==> src/rtl/count_binary_pkg.sv <==
// count_binary_pkg: shared constants, types and helpers for the count_binary button path.
// No ports. Provides the default button count, the system clock rate, the debounce
// window in milliseconds, the derived debounce cycle count and the per-channel FSM state type.
package count_binary_pkg;

    localparam int NUM_BUTTONS_DEFAULT = 4;
    localparam int CLK_FREQ_HZ         = 50_000_000;
    localparam int DEBOUNCE_MS         = 10;

    function automatic int debounce_cycles(input int clk_hz, input int ms);
        return (clk_hz / 1000) * ms;
    endfunction

    localparam int DEBOUNCE_CYCLES_DEFAULT = debounce_cycles(CLK_FREQ_HZ, DEBOUNCE_MS);

    typedef enum logic {
        STABLE,
        CHANGING
    } deb_state_e;

endpackage

==> src/rtl/debounce_channel.sv <==
// debounce_channel: synchronizes and debounces one raw key, emitting a clean level and edge strobes.
// Ports:
//   clk_clk       system clock, all state on the rising edge
//   reset_reset   synchronous active-high reset
//   key_raw       asynchronous raw key pin
//   level         debounced level, 1 = pressed
//   press_pulse   one-cycle strobe when a press is accepted
//   release_pulse one-cycle strobe when a release is accepted
module debounce_channel
    import count_binary_pkg::*;
#(
    parameter int DEBOUNCE_CYCLES = DEBOUNCE_CYCLES_DEFAULT,
    parameter bit KEY_ACTIVE_LOW  = 1'b1
) (
    input  logic clk_clk,
    input  logic reset_reset,
    input  logic key_raw,
    output logic level,
    output logic press_pulse,
    output logic release_pulse
);

    localparam int             CW   = $clog2(DEBOUNCE_CYCLES + 1);
    localparam logic [CW-1:0]  LAST = CW'(DEBOUNCE_CYCLES - 1);

    logic          sync1, sync2;
    logic          pressed, diff;
    logic [CW-1:0] cnt, cnt_cur, cnt_d;
    deb_state_e    state, state_d;
    logic          level_d, press_d, release_d;

    assign pressed = sync2 ^ KEY_ACTIVE_LOW;
    assign diff    = pressed ^ level;
    // The counter is only meaningful while a change is being timed.
    assign cnt_cur = (state == CHANGING) ? cnt : '0;

    always_ff @(posedge clk_clk) begin
        if (reset_reset) begin
            sync1         <= KEY_ACTIVE_LOW;
            sync2         <= KEY_ACTIVE_LOW;
            state         <= STABLE;
            cnt           <= '0;
            level         <= 1'b0;
            press_pulse   <= 1'b0;
            release_pulse <= 1'b0;
        end else begin
            sync1         <= key_raw;
            sync2         <= sync1;
            state         <= state_d;
            cnt           <= cnt_d;
            level         <= level_d;
            press_pulse   <= press_d;
            release_pulse <= release_d;
        end
    end

    // A bounce (diff drops) falls through to the defaults: back to STABLE with a cleared count.
    always_comb begin
        state_d   = STABLE;
        cnt_d     = '0;
        level_d   = level;
        press_d   = 1'b0;
        release_d = 1'b0;
        if (diff && cnt_cur == LAST) begin
            level_d   = ~level;
            press_d   = ~level;
            release_d = level;
        end else if (diff) begin
            state_d = CHANGING;
            cnt_d   = cnt_cur + 1'b1;
        end
    end

endmodule

==> src/rtl/button_debounce.sv <==
// button_debounce: conditions the raw DE-board push-buttons for the count_binary button PIO.
// Ports:
//   clk_clk                                system clock
//   reset_reset                            synchronous active-high reset
//   key_raw                                asynchronous raw key pins
//   button_pio_external_connection_export  debounced levels, 1 = pressed
//   press_pulse                            one-cycle strobes on accepted presses
//   release_pulse                          one-cycle strobes on accepted releases
module button_debounce
    import count_binary_pkg::*;
#(
    parameter int NUM_BUTTONS     = NUM_BUTTONS_DEFAULT,
    parameter int DEBOUNCE_CYCLES = DEBOUNCE_CYCLES_DEFAULT,
    parameter int KEY_ACTIVE_LOW  = 1
) (
    input  logic                   clk_clk,
    input  logic                   reset_reset,
    input  logic [NUM_BUTTONS-1:0] key_raw,
    output logic [NUM_BUTTONS-1:0] button_pio_external_connection_export,
    output logic [NUM_BUTTONS-1:0] press_pulse,
    output logic [NUM_BUTTONS-1:0] release_pulse
);

    for (genvar i = 0; i < NUM_BUTTONS; i++) begin : g_ch
        debounce_channel #(
            .DEBOUNCE_CYCLES (DEBOUNCE_CYCLES),
            .KEY_ACTIVE_LOW  (KEY_ACTIVE_LOW != 0)
        ) u_ch (
            .clk_clk       (clk_clk),
            .reset_reset   (reset_reset),
            .key_raw       (key_raw[i]),
            .level         (button_pio_external_connection_export[i]),
            .press_pulse   (press_pulse[i]),
            .release_pulse (release_pulse[i])
        );
    end

endmodule

==> config.mk <==
export PLATFORM = sky130hd
export DESIGN_NAME = button_debounce
export DESIGN_NICKNAME = d
export VERILOG_FILES = /design/src/rtl/count_binary_pkg.sv /design/src/rtl/debounce_channel.sv /design/src/rtl/button_debounce.sv
export SDC_FILE = /design/constraint.sdc
export NUM_CORES = 1
export LEC_CHECK = 0
export ABC_AREA = 1
export BUFFER_PORTS_ARGS = -buffer_cell sky130_fd_sc_hd__buf_4
export CAP_MARGIN = 30
export CORE_UTILIZATION = 55
export DETAILED_ROUTE_END_ITERATION = 10
export PLACE_DENSITY = 0.83
export SLEW_MARGIN = 25
export SYNTH_ARGS = -nofsm -noshare
export SYNTH_HDL_FRONTEND = slang
export SYNTH_SLANG_ARGS = --single-unit
==> constraint.sdc <==
create_clock -name clk_clk -period 3.12 [get_ports clk_clk]
set_clock_uncertainty 0.2 [all_clocks]
set_input_delay 0.468 -clock clk_clk [delete_from_list [all_inputs] [get_ports clk_clk]]
set_output_delay 0.468 -clock clk_clk [all_outputs]
set_load 0.02 [all_outputs]
After elaboration in Yosys (flattened, before gate mapping)
Index checks and enable logic that the tools add are counted.
{"block": "word_totals", "register_bits": 100, "latch_bits": 0, "ram_bits": 0, "rom_bits": 0, "in_bits": 6, "output_inout_bits": 12, "word_cells": 80, "n_memories": 0}
{"block": "classes", "add_sub_neg": 4, "multipliers": 0, "div_mod_pow": 0, "n_lt_le_gt_ge": 0, "eq_ne": 4, "n_shift": 0, "n_mux": 8, "bitwise": 20, "n_reduce_logical": 16}
{"operator": "adder 19 x 1 -> 19 bit, second input constant", "count": 4}
{"operator": "== test 19 bit, second input constant", "count": 4}
{"operator": "two-way mux 19 bit", "count": 4}
{"operator": "inverter 1 bit", "count": 16}
{"operator": "OR reduction 2 bit", "count": 8}
{"operator": "OR reduction 3 bit", "count": 4}
{"operator": "logical AND 1 bit", "count": 4}
{"operator": "two-way mux 1 bit", "count": 4}
{"operator": "XOR 1 bit", "count": 4}

Longest topological paths before layout
Gate-level depths: netlist (run 1).
{"block": "depth", "ltp_word": 5, "mapped_depth": 15}

Hierarchy
From an unflattened synthesis (run 1), not the netlist that was laid out.
{"block": "unflattened", "cells_unflattened": 884, "area_unflattened_um2": 5970.7}
{"mod": "debounce_channel", "instances": 4, "cells_per_inst": 221, "area_per_inst_um2": 1492.7, "seq_area_each_um2": 500.5}

Least setup slack after synthesis (run 1)
OpenSTA, ideal clock, no wires.
{"block": "synth_timing", "path_type": "register to register", "from": "reg g_ch[3].u_ch.state", "to": "reg g_ch[3].u_ch.cnt[13]", "setup_ns": 0.122, "t_arrival_ns": 2.003, "t_required_ns": 2.798, "slack_ns": 0.795, "path_stages_with_launch": 15, "path_buffers": 4, "cell_sequence": "dfxtp_1 -> buf_2 -> buf_4 -> buf_2 -> nand2_1 -> inv_1 -> ha_1 -> nand2_1 -> nor2_1 -> nand2_1 -> nor2_1 -> nand2_1 -> nand3_1 -> buf_2 -> a21oi_1"}
{"block": "synth_between", "elab_chain_cells": 4, "elab_cells_between_ends": 5, "cone_classes": "add/sub (1); eq/ne (1); mux (1); reduce/logical (2)"}
{"element": "from (decl)", "line": "debounce_channel.sv:29", "text": "deb_state_e state, state_d;"}
{"element": "from (signal assigned)", "line": "debounce_channel.sv:49", "text": "state <= state_d;"}
{"element": "two-way mux 19 bit (*)", "line": "debounce_channel.sv:35", "text": "assign cnt_cur = (state == CHANGING) ? cnt : '0;"}
{"element": "branches (longest 3 deep; another with adder 19 x 1 -> 19 bit)"}
{"element": "to (signal assigned)", "line": "debounce_channel.sv:50", "text": "cnt <= cnt_d;"}
{"element": "to (decl)", "line": "debounce_channel.sv:28", "text": "logic [CW-1:0] cnt, cnt_cur, cnt_d;"}
Mark *: on every way between the ends.
A chain may end at the register's enable or synchronous reset.

Worst setup path after layout (run 1)
{"block": "layout_timing", "from": "reg g_ch[3].u_ch.state", "to": "reg g_ch[3].u_ch.cnt[17]"}
The elaborated chain is that of the path after synthesis.

==> impl_metrics.json, run 1 <==
{
  "gp_congestion": 0.896,
  "die_area_um2": 10300,
  "maxCapViolCount": 0,
  "synth_cell_type_count": 33,
  "fin_tns_setup_ns": 0,
  "io-pin-count": 18,
  "synthSimpleGateAreaFrac": 0.430,
  "num_vias": 4818,
  "clkSlewWorstSetupHoldPaths_ns": 0.09,
  "worst_pin_slew_ns": 0.753,
  "finalSetupViolCount": 0,
  "io_buffers": 17,
  "clkLatencyLatePin_ns": 0.36,
  "grt_overflow": 0,
  "p_leak_nw": 2.18,
  "finalCritPeriodShare": 0.792,
  "synth-edff-count": 0,
  "synth_top_area_frac": 0.367,
  "synthesis.area_um2": 5450,
  "syn_to_final_growth_pct": 4.70,
  "maxSlewViolCount": 0,
  "register_area_um2": 2000,
  "synth_top_family_by_area": "simple AND/OR/NAND/NOR gates",
  "grt_usage": 0.221,
  "path_class": "reg2reg",
  "status": "finished, final reports clean",
  "endpoint": "g_ch[3].u_ch.cnt[17]",
  "rsz0062_at_grt": "no",
  "synthMuxAreaShare": 0,
  "cts_tree": "done",
  "synth_top_area_cell": "dfxtp_1",
  "cts_sinks": 100,
  "grt_pass1_vias": 4246,
  "syn_nets": 836,
  "synthXorXnorAreaFrac": 0.0128,
  "cts_buffers": 9,
  "synthArstFlopShare": 0,
  "final_util": 0.607,
  "cts_resized": 0,
  "crit_start": "g_ch[3].u_ch.state",
  "critPathLaunchType": "flip-flop",
  "synth-adder-area-share": 0.00918,
  "ir_drop_mv": 0.270,
  "dpl.cell_count": 944,
  "ys_seq_area_frac": 0.367,
  "synth_compound_area_frac": 0.0638,
  "die_w_um": 102,
  "crit_top_cell": "nand2_1",
  "n_antenna_cell": 0,
  "antenna_found_initial": 0,
  "cpMaxStageDelayCell": "nand3_1",
  "powerDensity_nw_per_um2": 373,
  "syn_area_per_cell_um2": 6.60,
  "min_period_ns": 2.47,
  "syn_inst": 826,
  "drive_above_1_share": 0.104,
  "dp_hpwl_um": 7680,
  "nNetsFinal": 836,
  "max_freq_ghz": 0.405,
  "die_h_um": 102,
  "drt_pass1_iterations": 6,
  "cts-root-buf": "clkbuf_8",
  "drt_drc_violations_left": 0,
  "r2r_setup_slack_ns": 0.65,
  "crit_path_end_kind": "flip-flop",
  "finalHoldViolCount": 0,
  "cts_max_level": 3,
  "rows": 35,
  "grt_pass1_wl_um": 18300,
  "cp.required_ns": 3.14,
  "core-area_um2": 9420,
  "synth_warnings": 0,
  "critPathArrivalTime_ns": 2.49,
  "worstPathMaxFanout": 20,
  "synthTopCellsByCount": "nand2_1 (214), nor2_1 (114), nand3_1 (105)",
  "grt_start_max_net_pins": 40,
  "ys_top_cells_by_area": "dfxtp_1 (37%), nand2_1 (15%), nand3_1 (9.6%)",
  "initial_utilization": 0.579,
  "ys_seq_elements": 100,
  "min_path_type": "in2reg",
  "cpPeakStageDelay_ns": 0.54,
  "wl_per_cell_um": 11.0,
  "synth_flop_cell": "dfxtp_1",
  "antenna_left": 0,
  "r2r_start": "g_ch[3].u_ch.state",
  "cts_buffer_depth": 2,
  "final_cell_count_no_fill": 957,
  "reg2reg_depth": 10,
  "path_cells": "nand2_1 > inv_1 > ha_1 > nand2_1 > nor2_1 > nand2_1 > nor2_1 > nand2_1 > nand3_1 > a21oi_1",
  "rr_endpoint": "g_ch[3].u_ch.cnt[17]",
  "pre_cts_ws_ns": 0.673,
  "slew_headroom": 0.497,
  "drtIter0Drc": 216,
  "avgViaCountPerCell": 5.03,
  "layout_setup_ws_ns": 0.649,
  "postCtsSetupRepairBufs": 0,
  "ctsHoldBuffers": 0,
  "finalPower_mw": 2.13,
  "multi_input_area_um2": 2810,
  "postRouteWirelength_um": 10600,
  "fillers": 908,
  "yosysMostFrequentCell": "nand2_1"
}
routing by layer:
metal / track usage / wire length (um) / vias to the layer above
met4: 0.0702 / 151 / 0
li1: - / - / 2589
met2: 0.358 / 4860 / 81
met3: 0.0462 / 328 / 14
met5: 0 / 0 / -
met1: 0.293 / 5220 / 2134
through the flow:
stage | cell area (um2) | hold slack, ns
6_report | 5710 | 0.0794
5_1_grt | 5710 | 0.0686
4_1_cts | 5710 | 0.0686
3_5_place_dp | 5530 | 0.195
3_3_place_gp | 5530 | 0.193
2_1_floorplan | 5450 | 0.189
report_power, final:
group	internal (mW)	switching [mW]
clock network	0.377	0.424
registers	1.28	0.00420
logic	0.0137	0.0293
total	1.67	0.457
flip-flops by register name, summed over array words and instances, names as in the netlist:
name                     count
g_ch.u_ch.cnt               76
g_ch.u_ch.level              4
g_ch.u_ch.press_pulse        4
g_ch.u_ch.release_pulse      4
g_ch.u_ch.state              4
g_ch.u_ch.sync1              4
g_ch.u_ch.sync2              4
worst max-delay path: cells and delay by family (launching register included):
| kind | cells | cell delay, ns |
|---|---|---|
| compound gates | 1 | 0.09 |
| buf+inv | 1 | 0.12 |
| simple gates | 7 | 1.31 |
| flops | 1 | 0.36 |
| fa+ha+maj | 1 | 0.25 |
layout make-up:
type,instances,area share
inverter,102,0.0670
timing repair buffer,23,0.0302
clock inverter,3,0.00701
multi-input combinational,590,0.493
clock buffer,10,0.0241
sequential,100,0.351
tap,129,0.0283
worst min path at each step:
stage	from	end	slack (ns)	depth (start not counted)
after floorplan	g_ch[0].u_ch.sync1	g_ch[0].u_ch.sync2	0.19	1
after global placement	g_ch[3].u_ch.sync1	g_ch[3].u_ch.sync2	0.19	1
after detailed placement	g_ch[3].u_ch.sync1	g_ch[3].u_ch.sync2	0.19	1
after CTS	key_raw[2]	g_ch[2].u_ch.sync1	0.07	2
after global routing	key_raw[0]	g_ch[0].u_ch.sync1	0.07	2
final	key_raw[2]	g_ch[2].u_ch.sync1	0.08	2
layout by cell type (no fill, tap or decap), types with 2 or more instances in the layout:
master	count
ha_1	4
nand3_2	3
clkinv_2	2
nand2_4	5
inv_2	2
or2_2	17
nand2_1	214
nor3_2	2
a21oi_1	54
o21ai_0	8
nand4_1	14
nand3_1	105
nand3b_1	2
dfxtp_1	100
and3_1	2
nor2_4	4
nand3_4	2
inv_1	100
clkbuf_8	10
o21bai_1	4
buf_4	23
nand2_2	6
nor3_1	9
nor2_2	7
and2_1	3
xor2_1	7
nor2_1	114
cell families (layout without fill, tap and decap cells):
logic type      after synthesis  in the layout
simple gates                511            511
buf+inv                     136            138
flops                       100            100
compound gates               67             67
xor+xnor                      8              8
fa+ha+maj                     4              4
(Power assumes the default switching activity.)
==> inputs of run 2 (changes only) <==
Clock period 3.12 ns to 2.5 ns, I/O delays scaled along.
==> run 2 against run 1 <==
Effect of this change: via count is 1.5% higher; setup slack worse by 0.37 ns; critical path depth grew 1; power is 23% higher; die area unchanged; count of clock-buffer cells in the layout increased by 1; critical path type unchanged; first-iteration DRC count up 5.1%; sequential share of layout area is 0.36 points lower; sequential cell count did not move.
==> impl_metrics.json, run 2 (synthesized netlist as in run 1, its figures left out) <==
{
  "status": "finished, final reports clean",
  "powerDensity_nw_per_um2": 453,
  "gp_congestion": 0.899,
  "cts_max_level": 3,
  "largest-register": "g_ch.u_ch.cnt",
  "ir_drop_mv": 0.324,
  "finalSetupViolCount": 0,
  "drt_drc_violations_left": 0,
  "maxSlewViolCount": 0,
  "die_area_um2": 10300,
  "grt_start_max_net_pins": 42,
  "nNetsFinal": 843,
  "cts_buffer_depth": 2,
  "critPathLaunchType": "flip-flop",
  "min_period_ns": 2.22,
  "avgViaCountPerCell": 5.06,
  "final_cell_count_no_fill": 967,
  "io-pin-count": 18,
  "final_common_cell": "nand2_1",
  "worstPathMaxFanout": 20,
  "num_vias": 4891,
  "cp.required_ns": 2.56,
  "die_h_um": 102,
  "worst_pin_slew_ns": 0.375,
  "grt_pass1_vias": 4428,
  "initial_utilization": 0.579,
  "cts_tree": "done",
  "n_antenna_cell": 0,
  "die_w_um": 102,
  "drive_above_1_share": 0.110,
  "maxCapViolCount": 0,
  "drtIter0Drc": 227,
  "cts-root-buf": "clkbuf_8",
  "cts_buffers": 9,
  "wl_per_cell_um": 11.1,
  "io_buffers": 17,
  "rows": 35,
  "critPathArrivalTime_ns": 2.28,
  "path_class": "reg2reg",
  "max_freq_ghz": 0.451,
  "clkLatencyLatePin_ns": 0.37,
  "rsz0062_at_grt": "no",
  "grt_pass1_wl_um": 18700,
  "postRouteWirelength_um": 10700,
  "finalCritPeriodShare": 0.888,
  "dp_hpwl_um": 7940,
  "grt_usage": 0.227,
  "cts_sinks": 100,
  "slew_headroom": 0.749,
  "drt_pass1_iterations": 5,
  "antenna_found_initial": 0,
  "largest_reg_flops": 76,
  "finalHoldViolCount": 0,
  "antenna_left": 0,
  "fin_tns_setup_ns": 0,
  "grt_overflow": 0,
  "dpl.cell_count": 948,
  "crit_path_end_kind": "flip-flop",
  "postCtsSetupRepairBufs": 0,
  "min_path_type": "in2reg",
  "core-area_um2": 9420,
  "syn_to_final_growth_pct": 5.80,
  "clkSlewWorstSetupHoldPaths_ns": 0.09,
  "final_cell_mix": "nand2_1 (214), nor2_1 (114), nand3_1 (105)",
  "p_leak_nw": 2.20
}
-- run 2: critical path, stage by stage, from the launching register on --
cell and delay [ns]:
dfxtp_1 0.38, nand2_1 0.11, inv_1 0.13, ha_1 0.24, nand2_1 0.07, nor2_1 0.26
nand2_1 0.10, nor2_1 0.14, nand2_1 0.08, nand3_1 0.07, buf_4 0.25, a21oi_1 0.07
-- run 2: through the flow --
step | setup WS, ns | utilization | total power [mW] | area [um2] | hold slack [ns]
after global routing | 0.0336 | 0.613 | 2.73 | 5770 | 0.00980
after global placement | 0.365 | 0.591 | 1.70 | 5560 | 0.190
after detailed placement | 0.296 | 0.591 | 1.70 | 5560 | 0.206
final | 0.281 | 0.613 | 2.61 | 5770 | 0.0299
after floorplan | 0.175 | - | 1.69 | 5450 | 0.189
after CTS | 0.282 | 0.613 | 2.65 | 5770 | 0.00923
-- run 2: area by class of cell --
cell class | count | area, um2
Clock inverter | 5 | 36.3
Multi-Input combinational cell | 590 | 2810
Inverter | 102 | 383
Timing Repair Buffer | 30 | 233
Fill cell | 892 | 3640
Clock buffer | 11 | 141
Sequential cell | 100 | 2000
Tap cell | 129 | 161
-- run 2: final timing paths --
path,startpoint,to,slack (ns),cells past startpoint
max reg2reg,g_ch[3].u_ch.state,g_ch[3].u_ch.cnt[5],0.28,11
max,g_ch[3].u_ch.state,g_ch[3].u_ch.cnt[5],0.28,11
min,key_raw[1],g_ch[1].u_ch.sync1,0.03,2
min reg2reg,g_ch[3].u_ch.sync1,g_ch[3].u_ch.sync2,0.22,1
-- run 2: routing by layer --
layer  track usage  share of wire  up-vias
met5             0              0        -
met1         0.280           0.47     2171
met4        0.0613         0.0048        0
met3        0.0531          0.045        7
li1              -              -     2616
met2         0.394           0.48       97
-- run 2: timing repair --
item                                   4_1_cts  5_1_grt
hold buffers                                 3        0
endpoints found under the hold margin        3        0
gates resized for setup                      0        0
-- run 2: report_power, final --
part | internal [mW] | switching (mW)
clock | 0.391 | 0.556
combinational | 0.0222 | 0.0381
sequential | 1.60 | 0.00549
